===== config.mk =====
export PLATFORM = sky130hd
export DESIGN_NAME = vgac_param
export DESIGN_NICKNAME = d
export VERILOG_FILES = /design/src/rtl/vgac_param.sv
export SDC_FILE = /design/constraint.sdc
export NUM_CORES = 1
export LEC_CHECK = 0
export CAP_MARGIN = 20
export CORE_MARGIN = 4
export CORE_UTILIZATION = 55
export DETAILED_ROUTE_END_ITERATION = 10
export PLACE_DENSITY_LB_ADDON = 0.08
export SLEW_MARGIN = 30
export SYNTH_ARGS = -nofsm -noshare
export SYNTH_HDL_FRONTEND = slang
export SYNTH_SLANG_ARGS = --single-unit

===== constraint.sdc =====
create_clock -name vga_clk -period 7.65 [get_ports vga_clk]
set_clock_uncertainty 0.15 [all_clocks]
set_input_delay 1.53 -clock vga_clk [delete_from_list [all_inputs] [get_ports vga_clk]]
set_output_delay 1.53 -clock vga_clk [all_outputs]
set_load 0.01 [all_outputs]

===== src/rtl/vgac_param.sv =====
// vgac_param: parameterised VGA timing generator with pixel-RAM read stage and test patterns
module vgac_param #(
  parameter int H_ACTIVE = 640,
  parameter int H_FP     = 16,
  parameter int H_SYNC   = 96,
  parameter int H_BP     = 48,
  parameter int V_ACTIVE = 480,
  parameter int V_FP     = 10,
  parameter int V_SYNC   = 2,
  parameter int V_BP     = 33,
  parameter int HS_POL   = 0,
  parameter int VS_POL   = 0,
  parameter int RW       = 3,
  parameter int GW       = 3,
  parameter int BW       = 2,
  parameter int RD_LAT   = 1
) (
  input  logic                  vga_clk,
  input  logic                  clrn,
  input  logic [1:0]            mode,
  input  logic [RW+GW+BW-1:0]   d_in,
  output logic [9:0]            row_addr,
  output logic [10:0]           col_addr,
  output logic                  rdn,
  output logic [RW-1:0]         r,
  output logic [GW-1:0]         g,
  output logic [BW-1:0]         b,
  output logic                  hs,
  output logic                  vs,
  output logic                  de,
  output logic                  frame_start
);
  localparam int CW = RW + GW + BW;
  localparam int D  = RD_LAT + 1;
  localparam int HT = H_SYNC + H_BP + H_ACTIVE + H_FP;
  localparam int VT = V_SYNC + V_BP + V_ACTIVE + V_FP;
  localparam logic [10:0] H_LAST   = 11'(HT - 1);
  localparam logic [10:0] V_LAST   = 11'(VT - 1);
  localparam logic [10:0] HA_L     = 11'(H_SYNC + H_BP);
  localparam logic [10:0] VA_L     = 11'(V_SYNC + V_BP);
  localparam logic [10:0] HS_END   = 11'(H_SYNC);
  localparam logic [10:0] VS_END   = 11'(V_SYNC);
  localparam logic [11:0] H_ACT_W  = 12'(H_ACTIVE);
  localparam logic [11:0] V_ACT_W  = 12'(V_ACTIVE);
  localparam logic [10:0] BAR_W    = 11'(H_ACTIVE / 8);
  localparam logic [10:0] COL_LAST = 11'(H_ACTIVE - 1);
  localparam logic [10:0] ROW_LAST = 11'(V_ACTIVE - 1);
  localparam logic        HS_ON    = 1'(HS_POL);
  localparam logic        VS_ON    = 1'(VS_POL);

  typedef struct packed {
    logic          hs;
    logic          vs;
    logic          de;
    logic          fs;
    logic          fb;
    logic [CW-1:0] pat;
  } stage_t;

  localparam stage_t ST_RST = stage_t'({~HS_ON, ~VS_ON, 3'b000, CW'(0)});

  logic [10:0]   h_q, v_q, h_d, v_d;
  logic [1:0]    mode_q;
  logic [10:0]   col_c, row_c, bar;
  logic [2:0]    idx;
  logic          act, edge_px;
  stage_t        st_c;
  stage_t        pipe_q [D];
  logic          rdn_q;
  logic [10:0]   col_q;
  logic [9:0]    row_q;
  logic          hs_q, vs_q, de_q, fs_q;
  logic [CW-1:0] rgb_q;

  // next counter state, visible-region decode and per-pixel pattern colour
  always_comb begin
    h_d = h_q == H_LAST ? '0 : h_q + 11'd1;
    v_d = h_q != H_LAST ? v_q : v_q == V_LAST ? '0 : v_q + 11'd1;
    col_c = h_q - HA_L;
    row_c = v_q - VA_L;
    act = h_q >= HA_L && {1'b0, col_c} < H_ACT_W && v_q >= VA_L && {1'b0, row_c} < V_ACT_W;
    bar = col_c / BAR_W;
    idx = bar > 11'd7 ? 3'd7 : bar[2:0];
    edge_px = row_c == 11'd0 || row_c == ROW_LAST || col_c == 11'd0 || col_c == COL_LAST;
    st_c.hs = h_q < HS_END ? HS_ON : ~HS_ON;
    st_c.vs = v_q < VS_END ? VS_ON : ~VS_ON;
    st_c.de = act;
    st_c.fs = h_q == HA_L && v_q == VA_L;
    st_c.fb = mode_q == 2'd0;
    st_c.pat = mode_q == 2'd1 ? {{RW{idx[2]}}, {GW{idx[1]}}, {BW{idx[0]}}} :
               mode_q == 2'd2 ? {CW{edge_px}} : '0;
  end

  // pixel/line counters; mode is only sampled at the frame origin
  always_ff @(posedge vga_clk) begin
    if (!clrn) begin
      h_q    <= '0;
      v_q    <= '0;
      mode_q <= '0;
    end else begin
      h_q    <= h_d;
      v_q    <= v_d;
      mode_q <= h_q == 11'd0 && v_q == 11'd0 ? mode : mode_q;
    end
  end

  // pixel-RAM read stage, one cycle behind the counters
  always_ff @(posedge vga_clk) begin
    if (!clrn) begin
      rdn_q <= 1'b1;
      col_q <= '0;
      row_q <= '0;
    end else begin
      rdn_q <= ~act;
      col_q <= act ? col_c : '0;
      row_q <= act ? row_c[9:0] : '0;
    end
  end

  // delay line holding timing and pattern until the RAM word arrives
  always_ff @(posedge vga_clk) begin
    pipe_q[0] <= !clrn ? ST_RST : st_c;
    for (int k = 1; k < D; k++) pipe_q[k] <= !clrn ? ST_RST : pipe_q[k-1];
  end

  // output register: merge RAM data or pattern, blank outside the visible area
  always_ff @(posedge vga_clk) begin
    if (!clrn) begin
      hs_q  <= ~HS_ON;
      vs_q  <= ~VS_ON;
      de_q  <= 1'b0;
      fs_q  <= 1'b0;
      rgb_q <= '0;
    end else begin
      hs_q  <= pipe_q[D-1].hs;
      vs_q  <= pipe_q[D-1].vs;
      de_q  <= pipe_q[D-1].de;
      fs_q  <= pipe_q[D-1].fs;
      rgb_q <= !pipe_q[D-1].de ? '0 : pipe_q[D-1].fb ? d_in : pipe_q[D-1].pat;
    end
  end

  assign rdn         = rdn_q;
  assign col_addr    = col_q;
  assign row_addr    = row_q;
  assign hs          = hs_q;
  assign vs          = vs_q;
  assign de          = de_q;
  assign frame_start = fs_q;
  assign {r, g, b}   = rgb_q;
endmodule

# --- After elaboration in Yosys (flattened, before gate mapping) ---
# Memories as Yosys holds them, arrays and structs flattened.
# Cells that the tools add are included.
op_classes:
  addsub: 4
  n_div: 1
  magnitude_cmp: 7
  n_eq_ne: 9
  n_mux: 9
  bitwise_logic: 2
  reduce_logical: 16
op_table:
  columns: ["cell", "count"]
  rows:
  - ["$logic_not A11 Y1", 4]
  - ["$eq A11 B10 Y1 const B", 3]
  - ["$mux W13", 2]
  - ["$mux W8", 3]
  - ["$add A11 B1 Y11 const B", 2]
  - ["$div A11 B7 Y11 const B", 1]
  - ["$eq A11 B6 Y1 const B", 1]
  - ["$eq A11 B8 Y1 const B", 1]
  - ["$eq A11 B9 Y1 const B", 1]
  - ["$ge A11 B6 Y1 const B", 1]
  - ["$ge A11 B8 Y1 const B", 1]
  - ["$gt A11 B3 Y1 const B", 1]
  - ["$lt A11 B10 Y1 const B", 1]
  - ["$lt A11 B2 Y1 const B", 1]
  - ["$lt A11 B7 Y1 const B", 1]
  - ["$lt A11 B9 Y1 const B", 1]
  - ["$mux W11", 1]
  - ["$ne A11 B10 Y1 const B", 1]
  - ["$sub A11 B6 Y11 const B", 1]
  - ["$sub A11 B8 Y11 const B", 1]
  - ["$logic_and A1 B1 Y1", 5]
  - ["$reduce_and A2 Y1", 2]
  - ["$logic_or A1 B1 Y1", 3]
  - ["$mux W3", 1]
  - ["other kinds (6)", 8]
word_totals:
  register_bits: 58
  ram_bits: 26
  input_bits: 12
  output_inout_bits: 34
  wordCells: 60
  mem_count: 1
memory_table:
  columns: ["name", "depth", "word_bits", "rd", "rd_clocked_by_memory_dff", "write_ports", "line", "rtl"]
  rows:
  - ["pipe_q", 2, 13, 2, 0, 2, "68", "stage_t pipe_q [D];"]

# --- Logic depth before layout (Yosys ltp) ---
# Gate-level depths: netlist of run 1.
depth:
  depth_word: 8
  ltp_mapped: 12
  ltp_nobuf: 10

# --- Worst setup path after synthesis of run 1 ---
# OpenSTA, ideal clock, no wires.
synth_path:
  path_type: "register to register"
  from: "register h_q[4]"
  to: "memory pipe_q[0][1] (netlist name)"
  setup_ps: 77
  t_arrival_ps: 2630
  t_required_ps: 7423
  slack_ps: 4793
  path_stages_with_launch: 12
  path_buffers: 2
  synth_period_minus_slack_ps: 2857
  cell_sequence: "dfxtp_1 buf_2 inv_1 ha_1 buf_2 nor2b_1 o21ai_0 nand2_1 o32a_4 and2_4 a221o_1 a41oi_2"
synth_lines:
  columns: ["element", "line", "rtl"]
  rows:
  - ["from (decl)", "62", "logic [10:0] h_q, v_q, h_d, v_d;"]
  - ["from (signal assigned)", "97", "h_q <= '0;"]
  - ["from (signal assigned)", "101", "h_q <= h_d;"]
  - ["to (decl)", "68", null]

# --- Final worst setup path of run 1 ---
layout_path:
  from: "input port clrn"
  to: "register row_q[8], in the netlist row_addr[8]"
layout_between:
  elab_chain_len: 1
layout_lines:
  columns: ["element", "line", "rtl"]
  rows:
  - ["from (decl)", "19", "input logic clrn,"]
  - ["$reduce_and A2 Y1 (no source line)", null, null]
  - ["to (signal assigned)", "116", "row_q <= act ? row_c[9:0] : '0;"]
  - ["to (decl)", "71", "logic [9:0] row_q;"]
# No other way between the ends.
# A chain may end at the register's enable or synchronous reset.

==> metrics.log, run 1 <==
INFO  metric p_comb_share = 3.6%
INFO  metric most_common_library_cell_in_the_layout_ignoring_fill_and_taps = sky130_fd_sc_hd__dfxtp_1
INFO  metric fraction_of_final_layout_cells_sized_beyond_drive_strength_1 = 4.80%
INFO  metric hold_viol_final = 0
INFO  metric rsz0062_at_grt = false
INFO  metric fmaxAchievable = 0.292 GHz
INFO  metric fp.coreArea = 0.00635 mm²
INFO  metric mux_share_of_post_synthesis_cell_area = 1.26%
INFO  metric ctsHoldBuffers = 0
INFO  metric synth_area = 0.00358 mm²
INFO  metric place.detailed.hpwl = between 5000 and 6000 µm
INFO  metric switching_power = 160 µW
INFO  metric top_cell_family_by_delay_on_the_critical_path = buffers and inverters
INFO  metric yosys_warnings = 0
INFO  metric floorplan.die.height = 88.7 µm
INFO  metric path_cells = clkdlybuf4s50_1 -> inv_1 -> a31oi_1 -> o2111ai_1 -> buf_4 -> nor2b_1
INFO  metric r2r-start = h_q[4]
INFO  metric synth_top_flop_cell = sky130_fd_sc_hd__dfxtp_1
INFO  metric final.fill_count = 524
INFO  metric post_synth_xor_area_fraction = 6.85%
INFO  metric cellPowerDensity = 173 mW/mm²
INFO  metric compound_gate_fraction_of_synth_area = 16.3%
INFO  metric gp_congestion = 0.910
INFO  metric cap_violations = 0
INFO  metric slowest_stage = sky130_fd_sc_hd__clkdlybuf4s50_1
INFO  metric synth-simple-area-share = 24.8%
INFO  metric synth-edff-count = 0
INFO  metric drt-total-wl = 7850 µm
INFO  metric critical_path_required = 7.77 ns
INFO  metric antenna_found_initial = 0
INFO  metric setup_tns = 0 ns
INFO  metric synth.avg_cell_area = about 8.4 µm²
INFO  metric start_util = around 56%
INFO  metric crit_fanout = 26
INFO  metric vdd_ir_drop_max = 0.133 mV
INFO  metric timing.critical_path.to_type = flip-flop
INFO  metric ctsResizeCount = 0
INFO  metric crit_path_max_incr_delay = 1.00 ns
INFO  metric leakage_dissipation = ~1.6 nW
INFO  metric dieArea = 0.00786 mm²
INFO  metric yosysSeqAreaShare = 41.4%
INFO  metric placementRows = 29
INFO  metric critPathLaunchType = input pin
INFO  metric synth_seq_cells = 74
INFO  metric place_inst = 519
INFO  metric layout.nets = 476
INFO  metric critical_path_arrival = 3.54 ns
INFO  metric cts.path.max_buffers = 2
INFO  metric synth.lib_cells_used.distinct = 60
INFO  metric async_flop_share = 0%
INFO  metric detail_route.first_pass.iterations = 5
INFO  metric clock_pin_slew_on_the_worst_setup_and_hold_paths = 0.08 ns
INFO  metric antenna_cells_inserted = 0
INFO  metric clock_sink_total = 74
INFO  metric combined_area_of_the_multi_input_logic_cells = ~0.0019 mm²
INFO  metric post-cts-setup-buffers = 0
INFO  metric worst_margin_pin_slew = just over 0.8 ns
INFO  metric htreeDepth = 3
INFO  metric p_seq_share = a little over half
INFO  metric critical_path_buf_inv_count = 3
INFO  metric clock_tree.root_cell = sky130_fd_sc_hd__clkbuf_8
INFO  metric groute.usage.overall = 21.0%
INFO  metric startpoint = clrn
INFO  metric switching_share = 22.0%
INFO  metric grt_start_max_net_pins = 27
INFO  metric routed-via-count = 3,027
INFO  metric hold_class = flip-flop to flip-flop
INFO  metric mostFrequentLayoutCells = 74 x sky130_fd_sc_hd__dfxtp_1, 52 x sky130_fd_sc_hd__nor2_1, 45 x sky130_fd_sc_hd__clkdlybuf4s50_1
INFO  metric final-seq-area = roughly 0.0015 mm²
INFO  metric layoutNonFillerInstCount = approximately 540
INFO  metric timing_max_transition_violations_final = 0
INFO  metric first_global_vias = 2,756
INFO  metric worst_skew_pair.late_latency = 0.34 ns
INFO  metric dieWidth = just under 90 µm
INFO  metric post_synthesis_share_of_cell_area_spent_on_full_adders_half_adders_and_majority_gates = 3.85%
INFO  metric cts_tree = done
INFO  metric syn-instance-count = 424
INFO  metric part_of_the_power_in_the_clock_network = roughly two fifths
INFO  metric wl_per_cell = 14.7 µm
INFO  metric global_route_congestion_overflow_total = 0
INFO  metric finalWorstPathRequiredPeriod = 3.42 ns
INFO  metric drt-vias-per-instance = approximately 5.7
INFO  metric drtIter0Drc = 190
INFO  metric cts_buffers = 9
INFO  metric setup_viol = 0
INFO  metric synth_top_family_by_area = simple AND/OR/NAND/NOR gates
INFO  metric final_antenna_net_count = 0
INFO  metric grt_pass1_wl = 12,800 µm
INFO  metric internal_power = 567 µW
INFO  metric slew_headroom = 45.2%
INFO  metric ws_path_type = input pin to flip-flop
INFO  metric port_buffers = 45
INFO  metric floorplan.io_pins = 46
INFO  metric syn2layout_area_growth = 17.6%
INFO  metric hp-start = pipe_q[0][24]
INFO  metric drt_drc_violations_left = 0
INFO  metric outcome = finished clean
INFO  metric final.period_utilization = 44.7%
## stage by stage
step | util, % | setup WS (ns) | total power [mW] | instance area (µm²) | hold slack, ns
detailed placement | 62.9 | 3.91 | 0.431 | 4000 | 0.243
floorplan | - | 4.79 | 0.419 | 3580 | 0.236
finish | 66.2 | 4.23 | 0.726 | 4210 | 0.258
global placement | 62.9 | 4.07 | 0.431 | 4000 | 0.238
global route | 66.2 | 4.10 | 0.758 | 4210 | 0.272
CTS | 66.1 | 4.18 | 0.735 | 4200 | 0.261
## cell families (layout without fill, tap and decap cells)
family	Yosys count	count (layout)
xor gates and xnor gates	28	28
and+or+nand+nor	179	179
DFF	74	74
buffers and inverters	43	76
muxes	4	4
AOI/OAI and AO/OA	84	84
adders and majority gates	11	11
other	1	2
## sequential cells by signal (all words and copies together), names as in the netlist
signal,count
col_addr,11
de,1
frame_start,1
h_q,11
hs,1
mode_q,2
pipe_q,16
rdn,1
rgb_q,8
row_addr,10
v_q,11
vs,1
## metal layers
| metal | part of all wire (%) | track usage [%] |
|---|---|---|
| met5 | 0 | 0 |
| met4 | 0.87 | 7.97 |
| met3 | 5.7 | 4.93 |
| met2 | 46 | 32.9 |
| met1 | 48 | 28.0 |
## worst paths after layout
| check | end | depth (start not counted) | slack (ns) |
|---|---|---|---|
| setup / recovery | row_addr[8] | 6 | 4.23 |
| hold reg to reg | vs | 1 | 0.26 |
| hold / removal | vs | 1 | 0.26 |
| setup reg to reg | pipe_q[0][1] | 10 | 4.38 |
## final cells by class
type                    instances  share of cell area, %
clock inverters                 5                   1.49
clock buffers                  11                   3.36
flip-flops and latches         74                   35.2
well taps                      77                   2.29
repair buffers                 46                   10.9
inverters                      14                   1.25
multi-input cells             308                   45.5
## cells in the mapped netlist (2+ instances only)
cell type | instances | area (µm²)
sky130_fd_sc_hd__nor4b_1 | 3 | 26.3
sky130_fd_sc_hd__or4_1 | 2 | 15.0
sky130_fd_sc_hd__o31ai_1 | 3 | 22.5
sky130_fd_sc_hd__and2_1 | 9 | 56.3
sky130_fd_sc_hd__nand2b_1 | 11 | 68.8
sky130_fd_sc_hd__a211oi_1 | 3 | 22.5
sky130_fd_sc_hd__nand3_1 | 13 | 65.1
sky130_fd_sc_hd__o31a_1 | 2 | 17.5
sky130_fd_sc_hd__xor2_1 | 14 | 123
sky130_fd_sc_hd__nor4_1 | 2 | 12.5
sky130_fd_sc_hd__o21a_1 | 4 | 30.0
sky130_fd_sc_hd__dfxtp_1 | 74 | 1480
sky130_fd_sc_hd__nor3b_1 | 2 | 15.0
sky130_fd_sc_hd__mux2i_1 | 3 | 30.0
sky130_fd_sc_hd__o21ai_0 | 13 | 65.1
sky130_fd_sc_hd__o2111ai_1 | 2 | 17.5
sky130_fd_sc_hd__buf_6 | 3 | 33.8
sky130_fd_sc_hd__o21ai_1 | 4 | 20.0
sky130_fd_sc_hd__o22ai_1 | 5 | 31.3
sky130_fd_sc_hd__nand4_1 | 12 | 75.1
sky130_fd_sc_hd__inv_1 | 14 | 52.6
sky130_fd_sc_hd__a21oi_1 | 22 | 110
sky130_fd_sc_hd__nor2b_1 | 8 | 50.1
sky130_fd_sc_hd__clkbuf_1 | 17 | 63.8
sky130_fd_sc_hd__buf_2 | 8 | 40.0
sky130_fd_sc_hd__or3_1 | 6 | 37.5
sky130_fd_sc_hd__a31oi_1 | 5 | 31.3
sky130_fd_sc_hd__a311oi_1 | 2 | 17.5
sky130_fd_sc_hd__ha_1 | 11 | 138
sky130_fd_sc_hd__nor2_1 | 52 | 195
sky130_fd_sc_hd__and3_1 | 4 | 25.0
sky130_fd_sc_hd__nand2_1 | 38 | 143
sky130_fd_sc_hd__nor3_1 | 12 | 60.1
sky130_fd_sc_hd__xnor2_1 | 14 | 123
sky130_fd_sc_hd__a21o_1 | 2 | 15.0
## power groups by stage
stage	logic [mW]	registers, mW	clock network [mW]
CTS	0.0265	0.396	0.313
global placement	0.0260	0.405	0
detailed placement	0.0260	0.405	0
floorplan	0.0150	0.404	0
global route	0.0293	0.397	0.332
finish	0.0262	0.396	0.304
(Power assumes the default switching activity.)
==> run 2, diff against run 1 <==
--- a/config.mk
+++ b/config.mk
@@ -7,7 +7,7 @@
 export LEC_CHECK = 0
 export CAP_MARGIN = 20
 export CORE_MARGIN = 4
-export CORE_UTILIZATION = 55
+export CORE_UTILIZATION = 50
 export DETAILED_ROUTE_END_ITERATION = 10
 export PLACE_DENSITY_LB_ADDON = 0.08
 export SLEW_MARGIN = 30
==> constraint.sdc (replaced) <==
create_clock -name vga_clk -period 3.1 [get_ports vga_clk]
set_clock_uncertainty 0.15 [all_clocks]
set_input_delay 0.62 -clock vga_clk [delete_from_list [all_inputs] [get_ports vga_clk]]
set_output_delay 0.62 -clock vga_clk [all_outputs]
set_load 0.01 [all_outputs]
==> run 2 against run 1 <==
Effect of this change:
- power is 150% higher
- sequential power is 150% higher
- die area is 9.1% higher
- critical path type is now flip-flop to flip-flop
- largest cell class unchanged
- largest power group unchanged
==> metrics.log, run 2 (same netlist as run 1, synthesis figures left out) <==
INFO  metric outcome = finished clean
INFO  metric hold_viol_final = 0 (unchanged)
INFO  metric path_cells = o31a_1 -> or2_1 -> mux2_4 -> o32a_4 -> and2_4 -> a221o_1 -> a41oi_2
INFO  metric syn2layout_area_growth = 21.4%
INFO  metric place.detailed.hpwl = 5700 µm (+5.3%)
INFO  metric timing.critical_path.to_type = flip-flop
INFO  metric final.period_utilization = about nine tenths
INFO  metric finalWorstSetupSlack = 0.316 ns (-3.91 ns)
INFO  metric floorplan.die.height = 92.6 µm (+4.4%)
INFO  metric ws_path_type = flip-flop to flip-flop
INFO  metric startpoint = h_q[6]
INFO  metric fmaxAchievable = roughly 0.36 GHz
INFO  metric switching_share = 21.9% (-0.11 points)
INFO  metric ctsHoldBuffers = 0 (unchanged)
INFO  metric htreeDepth = 3 (unchanged)
INFO  metric cts_tree = done
INFO  metric critical_path_arrival = 2.90 ns (-0.64 ns)
INFO  metric worst_skew_pair.late_latency = 0.34 ns (about the same)
INFO  metric r2r-start = h_q[6]
INFO  metric final_cell_area = 0.00434 mm² (+3.3%)
INFO  metric r2r_setup_slack = 0.32 ns (-4.06 ns)
INFO  metric cap_violations = 0 (unchanged)
INFO  metric final.fill_count = 629 (+20%)
INFO  metric antenna_found_initial = 0 (unchanged)
INFO  metric detailed_place.area = 0.00414 mm² (+3.6%)
INFO  metric switching_power = 390 µW (+140%)
INFO  metric clock_sink_total = 74 (unchanged)
INFO  metric leakage_dissipation = 1.69 nW (+5.1%)
INFO  metric antenna_cells_inserted = 0 (unchanged)
INFO  metric grt_start_max_net_pins = 26 (-3.7%)
INFO  metric start_util = 52.1% (-4.3 points)
INFO  metric p_seq_share = 54.7% (+0.2 points)
INFO  metric gp_congestion = 0.833 (-8.6%)
INFO  metric placementRows = 30 (+3.4%)
INFO  metric drt-vias-per-instance = 5.43 (-4.1%)
INFO  metric cellPowerDensity = 411 mW/mm² (+140%)
INFO  metric fp.coreArea = 0.00687 mm² (+8.2%)
INFO  metric critPathLaunchType = flip-flop
INFO  metric p_comb_share = 3.7% (about the same)
INFO  metric port_buffers = 45 (unchanged)
INFO  metric most_common_library_cell_in_the_layout_ignoring_fill_and_taps = sky130_fd_sc_hd__dfxtp_1
INFO  metric hp-start = pipe_q[0][25]
INFO  metric drt_drc_violations_left = 0 (unchanged)
INFO  metric r2r_cells = 7 (-3)
INFO  metric vdd_ir_drop_max = 0.229 mV (+72%)
INFO  metric drtIter0Drc = 158 (-17%)
INFO  metric cts.path.max_buffers = 2 (unchanged)
INFO  metric setup_viol = 0 (unchanged)
INFO  metric critical_path_required = 3.21 ns (-4.56 ns)
INFO  metric largest_register_ffs = 16 (unchanged)
INFO  metric global_route_congestion_overflow_total = 0 (unchanged)
INFO  metric floorplan.io_pins = 46 (unchanged)
INFO  metric drt-total-wl = 7840 µm (about the same)
INFO  metric slowest_stage = sky130_fd_sc_hd__dfxtp_1
INFO  metric clock_tree.root_cell = sky130_fd_sc_hd__clkbuf_8
INFO  metric detail_route.first_pass.iterations = 5 (unchanged)
INFO  metric final-seq-area = 0.00148 mm² (unchanged)
INFO  metric top_register = pipe_q
INFO  metric grt_pass1_wl = 13,700 µm (+7.2%)
INFO  metric crit_path_max_incr_delay = 0.71 ns (-0.29 ns)
INFO  metric clock_pin_slew_on_the_worst_setup_and_hold_paths = 0.07 ns (about the same)
INFO  metric layout.nets = 492 (+3.4%)
INFO  metric finalWorstPathRequiredPeriod = approximately 2.8 ns
INFO  metric slew_headroom = 59.9% (+15 points)
INFO  metric pre_cts_ws = 0.317 ns (-3.59 ns)
INFO  metric dieArea = 0.00857 mm² (+9.1%)
INFO  metric combined_area_of_the_multi_input_logic_cells = 0.00191 mm² (-0.26%)
INFO  metric cts_buffers = 9 (unchanged)
INFO  metric wl_per_cell = 13.8 µm (-6.2%)
INFO  metric part_of_the_power_in_the_clock_network = 41.7% (-0.2 points)
INFO  metric crit_fanout = 16 (-38%)
INFO  metric worst_margin_pin_slew = 0.601 ns (-0.219 ns)
INFO  metric timing_max_transition_violations_final = 0 (unchanged)
INFO  metric fraction_of_final_layout_cells_sized_beyond_drive_strength_1 = 8.23% (+3.4 points)
INFO  metric final_antenna_net_count = 0 (unchanged)
INFO  metric place_inst = 554 (+6.7%)
INFO  metric dieWidth = 92.6 µm (+4.4%)
INFO  metric setup_tns = 0 ns (unchanged)
INFO  metric hold_class = flip-flop to flip-flop
INFO  metric worst_setup_path_endpoint = pipe_q[0][1]
INFO  metric groute.usage.overall = 19.7% (-1.3 points)
INFO  metric first_global_vias = 2,897 (+5.1%)
INFO  metric routed-via-count = 3,093 (+2.2%)
INFO  metric internal_power = 1.40 mW (+150%)
INFO  metric rsz0062_at_grt = false
INFO  metric rr_endpoint = pipe_q[0][1]
INFO  metric layoutNonFillerInstCount = 570 (+6.5%)
INFO  metric mostFrequentLayoutCells = 74 x sky130_fd_sc_hd__dfxtp_1, 52 x sky130_fd_sc_hd__nor2_1, 45 x sky130_fd_sc_hd__clkdlybuf4s50_1
-- run 2: cell count changes in the layout (fill, tap and decap cells not counted), sizes merged --
cell	previous run	this run
clkinv	1	3
buf	1	17
clkbuf	11	10
clkinvlp	2	1
-- run 2: power groups by stage --
| stage | Clock [mW] | Combinational [mW] | Sequential [mW] |
|---|---|---|---|
| after global placement | 0 | 0.0644 | 0.999 |
| final | 0.744 | 0.0652 | 0.977 |
| after CTS | 0.769 | 0.0657 | 0.977 |
| after floorplan | 0 | 0.0370 | 0.996 |
| after detailed placement | 0 | 0.0649 | 1.00 |
| after global routing | 0.805 | 0.0719 | 0.979 |
-- run 2: worst min path at each step --
| stage | endpoint | cells past startpoint | slack [ns] |
|---|---|---|---|
| after floorplan | hs | 1 | 0.24 |
| after global placement | pipe_q[0][24] | 1 | 0.24 |
| after detailed placement | hs | 1 | 0.25 |
| after CTS | hs | 1 | 0.27 |
| after global routing | pipe_q[0][25] | 1 | 0.29 |
| final | hs | 1 | 0.26 |
-- run 2: final cells by class --
cell class | instances | share of cell area, %
timing repair buffer | 62 | 13.3
multi-input combinational | 308 | 44.0
clock inverter | 6 | 1.50
tap | 96 | 2.76
inverter | 14 | 1.21
clock buffer | 10 | 3.17
sequential | 74 | 34.1
-- run 2: stage by stage --
stage | hold WS (ns) | utilization [%] | total power, mW
after floorplan | 0.236 | - | 1.03
after global placement | 0.240 | 60.3 | 1.06
after detailed placement | 0.250 | 60.3 | 1.06
after CTS | 0.269 | 63.2 | 1.81
after global routing | 0.292 | 63.2 | 1.86
final | 0.264 | 63.2 | 1.79
-- run 2: worst max-delay path: cells and delay by family (launching register included) --
family,cells,cell delay (ns)
AO/OA/AOI/OAI,4,1.05
flip-flops,1,0.71
AND/OR/NAND/NOR,2,0.47
multiplexers,1,0.34
-- run 2: layer usage --
| layer | GRT usage [%] | wire, µm | up-vias |
|---|---|---|---|
| met4 | 8.91 | 223 | 0 |
| met2 | 29.8 | 3350 | 115 |
| met5 | 0 | 0 | - |
| met1 | 26.8 | 3790 | 1397 |
| li1 | - | - | 1558 |
| met3 | 4.06 | 480 | 23 |
-- run 2: timing repair --
item | in CTS | in global routing
setup buffers | 0 | 0
resized for setup | 0 | 1
setup endpoints to repair | 0 | 1
